===== src/rtl/wb_regfile.sv =====
// wb_regfile: writeback select plus 32-entry register file with two bypassed read ports.
module wb_regfile #(
    parameter int DW = 32,
    parameter int AW = 5
) (
    input  logic          clk,
    input  logic          rst,
    input  logic          sel_wb,
    input  logic          reg_rw,
    input  logic [AW-1:0] addr_dst,
    input  logic [DW-1:0] alu_result,
    input  logic [DW-1:0] data_out,
    input  logic [AW-1:0] addr_rs,
    input  logic [AW-1:0] addr_rt,
    output logic [DW-1:0] rs_data,
    output logic [DW-1:0] rt_data,
    output logic [DW-1:0] wb_data,
    output logic          wb_valid
);
    logic [DW-1:0] regs [2**AW];
    assign wb_data  = sel_wb ? data_out : alu_result;
    assign wb_valid = reg_rw && (addr_dst != '0);
    always_ff @(posedge clk or negedge rst)
        if (!rst) for (int i = 0; i < 2**AW; i++) regs[i] <= '0;
        else if (wb_valid) regs[addr_dst] <= wb_data;
    // Reset also masks the bypass path so reads are zero while rst is low.
    assign rs_data = (!rst || addr_rs == '0) ? '0 :
                     (wb_valid && addr_dst == addr_rs) ? wb_data : regs[addr_rs];
    assign rt_data = (!rst || addr_rt == '0) ? '0 :
                     (wb_valid && addr_dst == addr_rt) ? wb_data : regs[addr_rt];
endmodule


===== config.mk =====
export PLATFORM = sky130hd
export DESIGN_NAME = wb_regfile
export DESIGN_NICKNAME = d
export VERILOG_FILES = /design/src/rtl/wb_regfile.sv
export SDC_FILE = /design/constraint.sdc
export NUM_CORES = 2
export LEC_CHECK = 0
export ABC_AREA = 1
export CAP_MARGIN = 20
export CORE_MARGIN = 8
export CORE_UTILIZATION = 30
export CTS_CLUSTER_SIZE = 40
export DETAILED_ROUTE_END_ITERATION = 8
export GPL_TIMING_DRIVEN = 0
export PLACE_DENSITY_LB_ADDON = 0.12
export SYNTH_ARGS = -nofsm -noshare
export SYNTH_HDL_FRONTEND = slang
export SYNTH_SLANG_ARGS = --single-unit
export TNS_END_PERCENT = 10

===== constraint.sdc =====
create_clock -name clk -period 1.75 [get_ports clk]
set_input_delay 0.35 -clock clk [delete_from_list [all_inputs] [get_ports clk]]
set_output_delay 0.35 -clock clk [all_outputs]
set_load 0.05 [all_outputs]

==> results.json <==
{
  "crit_fanout": 3,
  "grt_start_max_net_pins": 148,
  "startpoint": "regs[464]",
  "placedCellCount": 12260,
  "relSlewSlack_pct": 15.44,
  "ctsLongestPathBuffers": 3,
  "cts_buffers": 134,
  "track_usage_pct": 36.62,
  "layout_common_cells": "nand2_1, dfrtp_1, inv_1",
  "r2r_setup_slack_ps": 800,
  "cp.required_ps": 1400,
  "leakage_nw": 38.52,
  "first_pass_iters": 7,
  "ir_drop_mv": 1.141,
  "final.min_clock_period_ps": 2891,
  "clk_pin_slew_worst_paths_ps": 60,
  "antenna_found_initial": 20,
  "hold_ws_ps": -17.25,
  "ys_async_sr_fraction_pct": 100.0,
  "p_per_area_nw_per_um2": 1065,
  "drive_gt1_share_pct": 21.64,
  "status": "finished, violations left",
  "row_count": 165,
  "dp_hpwl_mm": 313.4,
  "endpoint_kind": "primary output",
  "grt_overflow": 0,
  "worst_setup_path_start_kind": "register",
  "skew_ps": 0,
  "violations": "negative hold slack, negative setup slack",
  "synth-seq-area-share_pct": 42.15,
  "layout_commonest_cell": "nand2_1",
  "slew_viol_final": 0,
  "r2r-start": "regs[464]",
  "dp_slack_ps": -3336,
  "wire_per_inst_um": 32.48,
  "cp_cell_sequence": "nand2_1 -> nand3_2 -> nand2_4 -> nor2_4 -> nand2_1 -> nand3_2 -> nand2_2 -> a21oi_4 -> buf_6",
  "yosysWarnings": 0,
  "slowest_stage": "dfrtp_1",
  "synthesis.area_um2": 60800,
  "setup_ws_ps": -1141,
  "cts_tree": "yes",
  "synth_edf_count": 0,
  "die_w_um": 466.2,
  "nets": 10050,
  "setup_viol": 637,
  "cts_sinks": 1024,
  "area_growth_syn_to_layout_pct": 36.03,
  "synth_cell_types": 28,
  "worst_pin_slew_ps": 1268,
  "layoutNonFillerInstCount": 12740,
  "grt_pass1_wl_mm": 551.7,
  "routed_wirelength_mm": 413.6,
  "drcViolationCount": 0,
  "synth_seq_cells": 1024,
  "clock-root-buffer": "clkbuf_16",
  "critical_path.top_delay_family": "simple AND/OR/NAND/NOR gates",
  "ys.flop_type": "dfrtp_1",
  "core_area_um2": 201900,
  "clkLatencyLatePin_ps": 830,
  "die_area_um2": 217300,
  "fmax_ghz": 0.3459,
  "grt_pass1_vias": 65270,
  "gp_congestion": 1.022,
  "largest_reg_flops": 1024,
  "vias_per_cell": 5.555,
  "cpPeakStageDelay_ps": 390,
  "synth_area_per_cell_um2": 6.493,
  "critical_path_class": "register to primary output",
  "ant_nets": 0,
  "cp.arrival_ps": 2540,
  "cap_violations": 0,
  "numPortBuffers": 167,
  "die_h_um": 466.2,
  "reg.largest.list": "regs: 1024 flops",
  "crit_buf_inv": 1,
  "ios": 180,
  "drt_iter0_drc": 10430,
  "rsz0062_at_grt": "true",
  "finalHoldViolations": 6,
  "syn_inst": 9363,
  "hp-class": "primary input to asynchronous set/reset pin",
  "syn_nets": 9446,
  "post-route-period-util_pct": 165.2,
  "start_util_pct": 30.11,
  "num_vias": 70750,
  "largest-register": "regs",
  "htreeDepth": 4
}
## synth_stat cells, types with 4 or more instances
master,count,area (um^2)
nand2_1,3532,13260
nand3_1,1269,6351
dfrtp_1,1024,25620
o21ai_0,973,4870
inv_1,970,3641
nor2_1,457,1715
clkbuf_1,395,1483
buf_2,263,1316
a21oi_1,134,670.6
o21ai_1,126,630.6
buf_1,74,277.8
o211ai_1,51,382.9
inv_2,32,120.1
nor2_2,23,143.9
clkinv_1,10,37.54
o21ai_2,5,43.79
xnor2_1,5,43.79
nand3_2,4,40.04
nor3_2,4,40.04
## report_power, final
part / switching (mW) / total (mW) / internal [mW] / leakage [nW]
clock: 12.1 / 28.0 / 16.0 / 2.05
combinational: 19.3 / 28.1 / 8.74 / 24.5
sequential: 2.86 / 32.0 / 29.1 / 11.9
## path summary, 6_finish.rpt
kind / depth (start not counted) / to
max in group asynchronous: 5 / regs[922]
worst min-delay path: 5 / regs[877]
min in group clk: 3 / regs[727]
worst max register to register: 4 / regs[464]
worst max-delay path: 9 / rt_data[16]
worst min register to register: 1 / regs[1010]
## through the flow
| stage | instance area [um^2] | power (mW) | util, % | TNS [ps] | hold WS [ps] |
|---|---|---|---|---|---|
| floorplan | 61770 | 44.65 | - | -73380 | 54.41 |
| global placement | 66780 | 53.54 | 33.08 | - | 462.2 |
| detailed placement | 67700 | 54.52 | 33.53 | -1837230 | 210.1 |
| CTS | 80450 | 85.96 | 39.85 | -75580 | 15.04 |
| global route | 82700 | 91.38 | 40.96 | -120470 | 66.78 |
| finish | 82700 | 88.05 | 40.96 | -129870 | -17.25 |
## cell families (layout without fill, tap and decap cells)
family | Yosys count | after routing | share of synthesized area [%]
AO/OA/AOI/OAI | 1289 | 1289 | 10.85
buffers and inverters | 1745 | 2442 | 11.32
other | 0 | 3 | 0
AND/OR/NAND/NOR | 5298 | 5298 | 35.58
flip-flops | 1024 | 1024 | 42.15
XOR/XNOR | 7 | 7 | 0.1008
## worst min-delay path, cell delays in order
cell	delay, ps
buf_16	80
buf_16	140
buf_16	130
buf_16	150
buf_16	380
## area by class of cell
class                   instances  area (um^2)
diodes                          3        7.507
plain buffers                 732         5518
clock buffers                 199         3820
clock inverters                32        369.1
fillers                     21260       119200
inverters                    1012         4250
multi-input cells            6594        34070
flip-flops and latches       1024        25630
well taps                    2672         3343
repair buffers                467         5695
## timing repair
action | in CTS | in global routing
endpoints found under the hold margin | 518 | 0
gates resized for setup | 2454 | 555
hold buffers | 13 | 0
setup buffers | 196 | 28
pin swaps | 266 | 283
cloned | 10 | 0
setup endpoints to repair | 1089 | 617
## metal layers
layer / share of wire [%] / routed length (um) / vias up / track usage, %
met1: 40 / 166400 / 34700 / 48.78
met4: 6.5 / 26710 / 4 / 18.92
met3: 13 / 51810 / 913 / 11.99
met2: 41 / 168600 / 4622 / 52.76
met5: 0.0053 / 22 / - / 0
li1: - / - / 30510 / -
No activity file was read; power rests on OpenSTA's default activity.
